`config.mk`:
```
export PLATFORM = sky130hd
export DESIGN_NAME = counter_arbiter
export DESIGN_NICKNAME = d
export VERILOG_FILES = /design/src/rtl/counter_arbiter.sv
export SDC_FILE = /design/constraint.sdc
export NUM_CORES = 1
export LEC_CHECK = 0
export BUFFER_PORTS_ARGS = -buffer_cell sky130_fd_sc_hd__buf_2
export CORE_UTILIZATION = 39
export CTS_CLUSTER_SIZE = 14
export DETAILED_ROUTE_END_ITERATION = 8
export MAX_ROUTING_LAYER = met4
export PLACE_DENSITY = 0.67
export SLEW_MARGIN = 40
export SYNTH_ARGS = -nofsm -noshare
export SYNTH_HDL_FRONTEND = slang
export SYNTH_SLANG_ARGS = --single-unit
```
`constraint.sdc`:
```
create_clock -name clk -period 2.15 [get_ports clk]
set_input_delay 0 -clock clk [delete_from_list [all_inputs] [get_ports clk]]
set_output_delay 0 -clock clk [all_outputs]
set_load 0.02 [all_outputs]
```
`src/rtl/counter_arbiter.sv`:
```
// counter_arbiter: grants one shared N-bit up-counter to one of R requesters at a time.
// The counter runs from 0 to the winner's latched terminal count, then pulses done.
// Ports:
//   clk    in   system clock, rising edge
//   reset  in   asynchronous active-low reset
//   req    in   [R]   level request per requester
//   limit  in   [R*N] terminal count per requester, requester i at [i*N +: N]
//   grant  out  [R]   one-hot counter owner, zero when no owner
//   q      out  [N]   shared counter value
//   done   out  [R]   one-cycle completion pulse to the finishing requester
//   busy   out        high whenever the arbiter is not idle
// Build option: COUNTER_ARBITER_ROUND_ROBIN_EN selects round-robin arbitration;
// without it the lowest requesting index always wins.
module counter_arbiter #(
  parameter int N = 4,
  parameter int R = 4
) (
  input  logic           clk,
  input  logic           reset,
  input  logic [R-1:0]   req,
  input  logic [R*N-1:0] limit,
  output logic [R-1:0]   grant,
  output logic [N-1:0]   q,
  output logic [R-1:0]   done,
  output logic           busy
);
  localparam int W = $clog2(R);
  typedef enum logic [1:0] {IDLE, COUNT, DONE} state_t;
  state_t state, state_n;
  logic [N-1:0] q_n, lim_r, lim_n;
  logic [R-1:0] grant_n, done_n;
  logic [W-1:0] w, w_n, ptr;
  int win;
`ifdef COUNTER_ARBITER_ROUND_ROBIN_EN
  always_ff @(posedge clk or negedge reset)
    if (!reset) ptr <= '0;
    else if (state == IDLE && |req) ptr <= W'((win + 1) % R);
`else
  assign ptr = '0;
`endif
  // Scan downward from the farthest slot so the requester closest to ptr is chosen last.
  always_comb begin
    win = 0;
    for (int k = R - 1; k >= 0; k--)
      if (req[(int'(ptr) + k) % R]) win = (int'(ptr) + k) % R;
  end
  always_comb begin
    state_n = state;
    q_n = q;
    grant_n = '0;
    done_n = '0;
    lim_n = lim_r;
    w_n = w;
    case (state)
      IDLE: begin
        q_n = '0;
        if (|req) begin
          state_n = COUNT;
          w_n = W'(win);
          lim_n = limit[win*N +: N];
          grant_n[win] = 1'b1;
        end
      end
      // Abandon is tested first so it beats a terminal count on the same edge.
      COUNT:
        if (!req[w]) begin
          state_n = IDLE;
          q_n = '0;
        end else if (q == lim_r) begin
          state_n = DONE;
          done_n[w] = 1'b1;
        end else begin
          q_n = q + 1'b1;
          grant_n = grant;
        end
      default: begin
        state_n = IDLE;
        q_n = '0;
      end
    endcase
  end
  always_ff @(posedge clk or negedge reset)
    if (!reset) begin
      state <= IDLE;
      q <= '0;
      grant <= '0;
      done <= '0;
      lim_r <= '0;
      w <= '0;
    end else begin
      state <= state_n;
      q <= q_n;
      grant <= grant_n;
      done <= done_n;
      lim_r <= lim_n;
      w <= w_n;
    end
  assign busy = state != IDLE;
endmodule

```
==> impl_metrics.yaml, run 1 <==
routing:
  drt_iter0_markers: 11
  vias: 924
  antenna_left: 0
  wl_per_cell_um: 12.91
  drtPass1Iterations: 4
  wl_mm: 2.247
  drc: 0
  viasPerCell: 5.310
worst_hold_path:
  hp-class: "in2reg"
  min_delay_worst_endpoint: "w[0]$_DFFE_PN0P_"
  hold_depth: 2
  hp-start: "req[1]"
pwr:
  leakage_nw: 0.6501
  power.total_w: 0.001502
  power_density_mw_per_mm2: 1124
  peakVddDrop_v: 0.0005880
logic_synthesis:
  seq_area_frac_synth_pct: 47.39
  yosysUniqueCellTypes: 33
  ys_ff_latch: 20
  synthCells: 106
  syn_avg_cell_area_um2: 9.962
  synth_ff_type: "dfrtp_1"
  synth.most_common_cell: "dfrtp_1"
  synth_top_area_share_pct: 47.39
  synth_top_cell_by_area: "dfrtp_1"
  synth_edf_count: 0
  synthArstFlopShare_pct: 100.0
  ys.warnings.count: 0
  yosys-top-cells-area: "dfrtp_1, o21ai_0, nand2_1"
  mappedNetlistArea_mm2: 0.001056
  syn_nets: 129
  synthTopCellsByCount: "dfrtp_1, nand2_1, o21ai_0, nor2_1, a21oi_1"
place:
  post-place-ws_ns: 0.5118
  numPortBuffers: 34
  dp.cells: 166
  gp_congestion: 0.7642
  dpl.hpwl_mm: 1.693
cts:
  postCtsSetupBuffers: 0
  clock-sinks: 20
  cts.clk_slew.worst_paths_ns: 0.12
  clk_latency_ns: 0.30
  cts-root-buf: "clkbuf_4"
  clockBufferDepth: 2
  cts_inserted_buffers: 3
  htree_levels: 1
  cts_tree: "done"
cells_and_area:
  layoutNonFillerInstCount: 174
  syn_to_final_growth_pct: 26.54
  antennaDiodeCount: 0
  nNetsFinal: 168
  fillerInstances: 239
  drive_above_1_share_pct: 35.42
global_routing:
  track_usage_pct: 19.01
  overflow: 0
  antenna_found_initial: 0
  grt_pass1_wl_mm: 3.898
  grt_max_degree: 21
  grt_pass1_vias: 906
floorplan:
  start_util_pct: 41.87
  die_h_um: 54.04
  rows: 18
  die_w_um: 54.04
  dieArea_mm2: 0.002920
  core-area_mm2: 0.002522
  io_pins: 35
worst_setup_path:
  r2r_cells: 4
  start_kind: "register"
  worstSetupEndpointType: "register"
  regToRegSetupSlack_ns: 0.50
  worstPathCellList: "xor2_1, or4_1, xnor2_2, nor2_1"
  timing.rr.end: "q[0]$_DFFE_PN0P_"
  path_max_fanout: 7
  crit_required_ns: 2.35
  crit_type: "reg2reg"
  critical_path.max_stage_delay_ns: 0.72
  cp_slowest_cell: "or4_1"
  r2r-start: "q[3]$_DFFE_PN0P_"
  arrival_ns: 1.84
job:
  cap_violations: 0
timing:
  finalSetupTns_ns: 0
  finalCritPeriodShare_pct: 76.53
  max_slew.worst_pin.slew_ns: 0.5058
  fmax_mhz: 607.8
  finalHoldViolCount: 0
  fin_skew_ns: 0.008308
  min_period_ns: 1.645
  finalSetupViolations: 0
  maxSlewViolCount: 0
  rsz0062_at_grt: "no"
  slew-limit-headroom_pct: 66.00
  setup_slack_ns: 0.5047
run_status:
  status: "finished clean"
-- placed cells by master (no fill, tap or decap), drive strengths merged, types with 3 or more instances in the layout --
master | netlist | routed
clkbuf | 3 | 3
a31oi | 3 | 3
xor2 | 4 | 4
or2 | 3 | 3
o21ai | 10 | 10
a22oi | 5 | 5
buf | 2 | 35
dlygate4sd3 | 0 | 4
a21oi | 6 | 6
nor3 | 5 | 5
dfrtp | 20 | 20
inv | 3 | 3
nand2 | 13 | 13
nor2 | 9 | 9
-- worst max-delay path, delay by kind of cell, from the launching register on --
| kind | cells | cell delay, ns |
|---|---|---|
| and+or+nand+nor | 2 | 0.77 |
| DFF | 1 | 0.43 |
| xor gates and xnor gates | 2 | 0.35 |
-- through the flow --
stage                     cell area (um^2)  util, %  hold slack, ns
after detailed placement              1244    49.31        -0.03001
after CTS                             1336    52.98         0.04696
after floorplan                       1056        -         -0.2956
after global placement                1244    49.31        -0.03434
after global routing                  1336    52.98         0.06760
final                                 1336    52.98         0.05121
-- cell type report --
type | instances | area (um^2) | share of cell area, %
multi-input cells | 78 | 516.7 | 38.67
repair buffers | 39 | 217.7 | 16.29
well taps | 30 | 37.54 | 2.809
flip-flops and latches | 20 | 500.5 | 37.45
clock buffers | 3 | 22.52 | 1.685
clock inverters | 1 | 30.03 | 2.247
inverters | 3 | 11.26 | 0.8427
-- state kept, by name, summed over array words and instances, names as in the netlist --
| register | cells |
|---|---|
| done | 4 |
| grant | 4 |
| lim_r | 4 |
| q | 4 |
| state | 2 |
| w | 2 |
-- kinds of logic (layout without fill, tap and decap cells) --
group | after synthesis | after routing | share of synthesized area [%]
adders and majority gates | 1 | 1 | 1.185
and+or+nand+nor | 39 | 39 | 20.38
muxes | 2 | 2 | 2.133
DFF | 20 | 20 | 47.39
AOI/OAI and AO/OA | 31 | 31 | 20.38
buffers and inverters | 8 | 46 | 3.672
xor gates and xnor gates | 5 | 5 | 4.858
-- per-layer routing --
layer / global-route usage (%) / routed length, um / up-vias
met5: - / 0 / -
met4: 5.128 / 12 / 0
met3: 3.672 / 141 / 2
met2: 31.48 / 1013 / 37
met1: 23.50 / 1079 / 429
li1: - / - / 456
-- timing repair --
item	CTS	global route
endpoints found under the hold margin	23	0
setup endpoints to repair	0	0
hold buffers	4	0
gates resized for setup	0	0
-- report_power, final --
group	switching, W	internal [W]
Sequential	0.0000992	0.000480
Clock	0.000118	0.000188
Combinational	0.000359	0.000257
-- worst max-delay path by stage --
stage | from | end | slack, ns
finish | q[3]$_DFFE_PN0P_ | q[0]$_DFFE_PN0P_ | 0.50
global route | q[2]$_DFFE_PN0P_ | grant[1]$_DFFE_PN0P_ | 0.42
CTS | q[2]$_DFFE_PN0P_ | q[0]$_DFFE_PN0P_ | 0.51
detailed placement | q[2]$_DFFE_PN0P_ | q[0]$_DFFE_PN0P_ | 0.51
global placement | q[2]$_DFFE_PN0P_ | q[0]$_DFFE_PN0P_ | 0.55
floorplan | q[3]$_DFFE_PN0P_ | q[0]$_DFFE_PN0P_ | 0.55
Power figures use the tool's default switching activity.
==> inputs of run 2 (changes only) <==
--- a/config.mk
+++ b/config.mk
@@ -5,12 +5,13 @@
 export SDC_FILE = /design/constraint.sdc
 export NUM_CORES = 1
 export LEC_CHECK = 0
+export ABC_AREA = 1
 export BUFFER_PORTS_ARGS = -buffer_cell sky130_fd_sc_hd__buf_2
 export CORE_UTILIZATION = 39
 export CTS_CLUSTER_SIZE = 14
 export DETAILED_ROUTE_END_ITERATION = 8
 export MAX_ROUTING_LAYER = met4
-export PLACE_DENSITY = 0.67
+export PLACE_DENSITY = 0.66
 export SLEW_MARGIN = 40
 export SYNTH_ARGS = -nofsm -noshare
 export SYNTH_HDL_FRONTEND = slang
==> constraint.sdc (replaced) <==
create_clock -name clk -period 1.66 [get_ports clk]
set_input_delay 0 -clock clk [delete_from_list [all_inputs] [get_ports clk]]
set_output_delay 0 -clock clk [all_outputs]
set_load 0.02 [all_outputs]
==> run 2 against run 1 <==
The flow now finishes with violations (design-rule violations). Worst hold slack lost 0.030 ns. Register-to-register slack got worse by 0.26 ns. Design area up 9.3%. Critical path type unchanged. Die area rose by 12%. Utilization is 1.4 points lower. Largest cell class unchanged.
==> impl_metrics.yaml, run 2 <==
worst_setup_path:
  arrival_ns: 1.65
  crit_required_ns: 1.89
  crit_type: "reg2reg"
  start_kind: "register"
  worstSetupEndpointType: "register"
  r2r-start: "q[1]$_DFFE_PN0P_"
  timing.rr.end: "done[2]$_DFF_PN0_"
  path_max_fanout: 11
  r2r_cells: 8
  regToRegSetupSlack_ns: 0.25
pwr:
  seq_power_share_pct: 40.4
  clkPwrFrac_pct: 15.2
  peakVddDrop_v: 0.0003534
  power_density_mw_per_mm2: 1264
  leakage_nw: 0.9294
  combPwrFrac_pct: 44.4
  p_sw_share_pct: 43.48
  p_sw_w: 0.0008027
  internal_power_w: 0.001043
timing:
  finalCritPeriodShare_pct: 85.12
  max_slew.worst_pin.slew_ns: 0.4132
  fmax_mhz: 707.7
  finalHoldViolCount: 0
  rsz0062_at_grt: "no"
  finalSetupTns_ns: 0
  setup_slack_ns: 0.2471
  finalSetupViolations: 0
  fin_skew_ns: 0.001566
  maxSlewViolCount: 0
  min_period_ns: 1.413
  slew-limit-headroom_pct: 72.46
logic_synthesis:
  syn_nets: 200
  synth.most_common_cell: "nand2_1"
  ys.warnings.count: 0
  synth_ff_type: "dfrtp_1"
  yosys.area_share.simple_pct: 40.02
  synth_top_cell_by_area: "dfrtp_1"
  synth_xor_xnor_area_share_pct: 0
  synthTopCellsByCount: "nand2_1, inv_1, nand3_1, dfrtp_1, nor2_1"
  yosys-top-cells-area: "dfrtp_1, nand2_1, nand3_1"
  ys_ff_latch: 20
  syn_avg_cell_area_um2: 6.730
  synth_edf_count: 0
  synth_compound_area_share_pct: 3.361
  synthMuxAreaShare_pct: 0
  synthCells: 177
  synth_top_family_by_area: "simple AND/OR/NAND/NOR gates"
  yosysUniqueCellTypes: 18
  synth_top_area_share_pct: 42.02
  synthAdderAreaFrac_pct: 1.050
  seq_area_frac_synth_pct: 42.02
  synthArstFlopShare_pct: 100.0
  mappedNetlistArea_mm2: 0.001191
routing:
  wl_mm: 2.406
  drtPass1Iterations: 6
  vias: 1135
  drt_iter0_markers: 33
  viasPerCell: 4.577
  antenna_left: 0
  wl_per_cell_um: 9.702
  drc: 2
cells_and_area:
  post-route-util_pct: 51.61
  mostFrequentLayoutCells: "nand2_1, inv_1, buf_2"
  antennaDiodeCount: 0
  nNetsFinal: 241
  layout_commonest_cell: "nand2_1"
  drive_above_1_share_pct: 23.04
  layoutNonFillerInstCount: 248
  syn_to_final_growth_pct: 22.58
job:
  cap_violations: 0
worst_hold_path:
  hp-class: "in2reg"
  hold_depth: 4
  hp-start: "req[1]"
  min_delay_worst_endpoint: "grant[2]$_DFFE_PN0P_"
cts:
  cts_inserted_buffers: 3
  postCtsSetupBuffers: 0
  cts.clk_slew.worst_paths_ns: 0.11
  clk_latency_ns: 0.30
  htree_levels: 1
  cts-root-buf: "clkbuf_4"
  clock-sinks: 20
  clockBufferDepth: 2
  cts_tree: "done"
floorplan:
  dieArea_mm2: 0.003279
  start_util_pct: 42.11
  rows: 19
  die_w_um: 57.27
  die_h_um: 57.27
  core-area_mm2: 0.002829
  io_pins: 35
global_routing:
  grt_pass1_vias: 985
  grt_max_degree: 21
  track_usage_pct: 17.34
  grt_pass1_wl_mm: 4.202
  antenna_found_initial: 0
  overflow: 0
place:
  post-place-ws_ns: 0.1827
  gp_congestion: 0.8238
  dp.cells: 241
  numPortBuffers: 34
  dpl.hpwl_mm: 1.881
run_status:
  status: "complete, but fails checks"
  violations: "design-rule violations"
run 2: logic make-up after synthesis:
kind of cell,after synthesis
simple gates,110
buf+inv,40
fa+ha+maj,1
compound gates,6
flops,20
run 2: timing repair:
| action | 4_1_cts | 5_1_grt |
|---|---|---|
| hold buffers | 3 | 0 |
| hold endpoints to repair | 22 | 0 |
| setup endpoints to repair | 0 | 1 |
| gates resized for setup | 0 | 3 |
run 2: through the flow:
stage,power [W],hold slack (ns),instance area (um^2)
finish,0.001846,0.02134,1460
global route,0.002017,0.05776,1460
CTS,0.001847,0.01801,1455
detailed placement,0.001561,-0.03795,1389
global placement,0.001559,-0.03521,1389
floorplan,0.001365,-0.2956,1191
run 2: per-layer routing:
| metal | track usage, % | vias up | wire, um |
|---|---|---|---|
| met3 | 1.361 | 5 | 76 |
| met4 | 9.408 | 0 | 56 |
| li1 | - | 622 | - |
| met1 | 22.46 | 478 | 1201 |
| met5 | - | - | 0 |
| met2 | 27.06 | 30 | 1072 |
run 2: worst max path at each step:
stage / start / depth (start not counted) / endpoint / slack, ns
floorplan: q[0]$_DFFE_PN0P_ / 8 / q[2]$_DFFE_PN0P_ / 0.39
global placement: q[0]$_DFFE_PN0P_ / 8 / done[0]$_DFF_PN0_ / 0.22
detailed placement: q[1]$_DFFE_PN0P_ / 8 / done[2]$_DFF_PN0_ / 0.18
CTS: q[1]$_DFFE_PN0P_ / 8 / done[2]$_DFF_PN0_ / 0.15
global route: q[0]$_DFFE_PN0P_ / 8 / done[2]$_DFF_PN0_ / 0.09
finish: q[1]$_DFFE_PN0P_ / 8 / done[2]$_DFF_PN0_ / 0.25
run 2: cell type report:
| cell class | instances | area (um^2) |
|---|---|---|
| Clock buffer | 4 | 36.28 |
| Fill cell | 289 | 1369 |
| Inverter | 38 | 142.6 |
| Multi-Input combinational cell | 117 | 533.0 |
| Sequential cell | 20 | 501.7 |
| Tap cell | 31 | 38.79 |
| Timing Repair Buffer | 38 | 207.7 |
run 2: power groups by stage:
stage	Combinational, W	Clock, W	Sequential [W]
final	0.000819	0.000281	0.000745
after global placement	0.000803	0	0.000756
after floorplan	0.000575	0	0.000790
after detailed placement	0.000805	0	0.000756
after global routing	0.000938	0.000312	0.000767
after CTS	0.000814	0.000287	0.000746
run 2: critical path, stage by stage, from the launching register on:
cell	delay, ns
dfrtp_1	0.48
inv_1	0.07
nand2_1	0.06
nand2_1	0.05
nor2_1	0.12
nand2_2	0.15
inv_1	0.15
nand2_1	0.13
nor2_1	0.13
==> inputs of run 3 (changes only) <==
--- a/config.mk
+++ b/config.mk
@@ -7,6 +7,8 @@
 export LEC_CHECK = 0
 export ABC_AREA = 1
 export BUFFER_PORTS_ARGS = -buffer_cell sky130_fd_sc_hd__buf_2
+export CORE_ASPECT_RATIO = 1.5
+export CORE_MARGIN = 5
 export CORE_UTILIZATION = 39
 export CTS_CLUSTER_SIZE = 14
 export DETAILED_ROUTE_END_ITERATION = 8
==> run 3 against run 2 <==
The run now ends clean. Sequential share of layout area is 0.35 points lower. Worst setup slack worse by 0.028 ns. Global-route usage is 2.8 points lower. Critical path type unchanged. Critical endpoint is now done[1]$_DFF_PN0_. Largest power group unchanged.
==> impl_metrics.yaml, run 3 (synthesis results as in run 2) <==
routing:
  drc: 0
  drt_iter0_markers: 17
  wl_mm: 2.600
  wl_per_cell_um: 10.20
  drtPass1Iterations: 4
  viasPerCell: 4.525
  antenna_left: 0
  vias: 1154
floorplan:
  rows: 24
  io_pins: 35
  start_util_pct: 40.89
  die_h_um: 77.69
  core-area_mm2: 0.002913
  dieArea_mm2: 0.004282
  die_w_um: 55.13
pwr:
  seq_power_share_pct: 38.5
  p_sw_share_pct: 42.04
  combPwrFrac_pct: 42.5
  internal_power_w: 0.001127
  clkPwrFrac_pct: 19.0
  peakVddDrop_v: 0.0005684
  p_sw_w: 0.0008175
  leakage_nw: 0.9335
  power_density_mw_per_mm2: 1322
cts:
  clk_latency_ns: 0.26
  cts-root-buf: "clkbuf_8"
  cts.clk_slew.worst_paths_ns: 0.07
  clockBufferDepth: 2
  cts_inserted_buffers: 3
  cts_tree: "done"
  clock-sinks: 20
  htree_levels: 1
  postCtsSetupBuffers: 0
timing:
  rsz0062_at_grt: "no"
  fin_skew_ns: 0.004866
  finalHoldViolCount: 0
  slew-limit-headroom_pct: 71.22
  maxSlewViolCount: 0
  max_slew.worst_pin.slew_ns: 0.4317
  fmax_mhz: 694.2
  finalSetupViolations: 0
  min_period_ns: 1.441
  finalCritPeriodShare_pct: 86.78
  setup_slack_ns: 0.2194
  finalSetupTns_ns: 0
  hold_slack_ns: 0.03510
cells_and_area:
  layout_commonest_cell: "nand2_1"
  drive_above_1_share_pct: 22.22
  mostFrequentLayoutCells: "nand2_1, inv_1, buf_2"
  antennaDiodeCount: 0
  layoutNonFillerInstCount: 255
  nNetsFinal: 240
  post-route-util_pct: 50.52
  syn_to_final_growth_pct: 23.53
global_routing:
  use_met2_pct: 24.41
  overflow: 0
  track_usage_pct: 14.56
  grt_most_used_layer: "met2"
  grt_max_degree: 21
  grt_pass1_vias: 1133
  grt_pass1_wl_mm: 4.574
  use_met3_pct: 2.490
  gr-usage-met1_pct: 15.25
  antenna_found_initial: 0
worst_hold_path:
  hp-start: "req[0]"
  hp-class: "in2reg"
  min_delay_worst_endpoint: "grant[0]$_DFFE_PN0P_"
  hold_depth: 3
worst_setup_path:
  timing.rr.end: "done[1]$_DFF_PN0_"
  critPathLaunch: "w[0]$_DFFE_PN0P_"
  path_max_fanout: 12
  start_kind: "register"
  arrival_ns: 1.63
  crit_required_ns: 1.85
  r2r-start: "w[0]$_DFFE_PN0P_"
  worstSetupEndpointType: "register"
  crit_type: "reg2reg"
  r2r_cells: 6
  regToRegSetupSlack_ns: 0.22
job:
  cap_violations: 0
place:
  gp_congestion: 0.8393
  post-place-ws_ns: 0.2294
  dp.cells: 250
  numPortBuffers: 34
  dpl.hpwl_mm: 2.103
run_status:
  status: "finished clean"
run 3: how the worst max path moves through the flow:
| stage | endpoint | slack, ns | cells after the start |
|---|---|---|---|
| 2_1_floorplan | q[2]$_DFFE_PN0P_ | 0.39 | 8 |
| 3_3_place_gp | done[0]$_DFF_PN0_ | 0.25 | 6 |
| 3_5_place_dp | done[1]$_DFF_PN0_ | 0.23 | 6 |
| 4_1_cts | done[1]$_DFF_PN0_ | 0.21 | 6 |
| 5_1_grt | done[1]$_DFF_PN0_ | 0.06 | 6 |
| 6_report | done[1]$_DFF_PN0_ | 0.22 | 6 |
run 3: what timing repair did:
item	in CTS	in global routing
gates resized for setup	0	0
hold endpoints to repair	20	0
hold buffers	1	0
run 3: critical path: stages, from the launching register on:
cell     delay, ns
dfrtp_1       0.44
nor2_1        0.15
nand2_1       0.08
nand2_1       0.06
o21a_1        0.33
nand2_1       0.18
nor2_1        0.12
run 3: through the flow:
stage / instance area [um^2] / power [W]
final: 1471 / 0.001945
after global routing: 1471 / 0.002124
after CTS: 1471 / 0.001963
after detailed placement: 1406 / 0.001587
after global placement: 1406 / 0.001585
after floorplan: 1191 / 0.001365
run 3: cell type report:
type	count	area [um^2]
multi-input combinational	117	529.3
fill	332	1441
sequential	20	500.5
inverter	38	142.6
clock buffer	4	55.05
tap	39	48.80
timing repair buffer	37	195.2
run 3: power by group through the flow:
stage	combinational (W)	sequential, W	clock, W
detailed placement	0.000828	0.000759	0
floorplan	0.000575	0.000790	0
global placement	0.000830	0.000755	0
finish	0.000826	0.000749	0.000370
CTS	0.000836	0.000750	0.000376
global route	0.000950	0.000774	0.000400
run 3: per-layer routing:
metal  routed length [um]  part of all wire [%]
met4                  103                   4.0
met1                 1072                    41
met3                  134                   5.2
met5                    0                     0
met2                 1290                    50
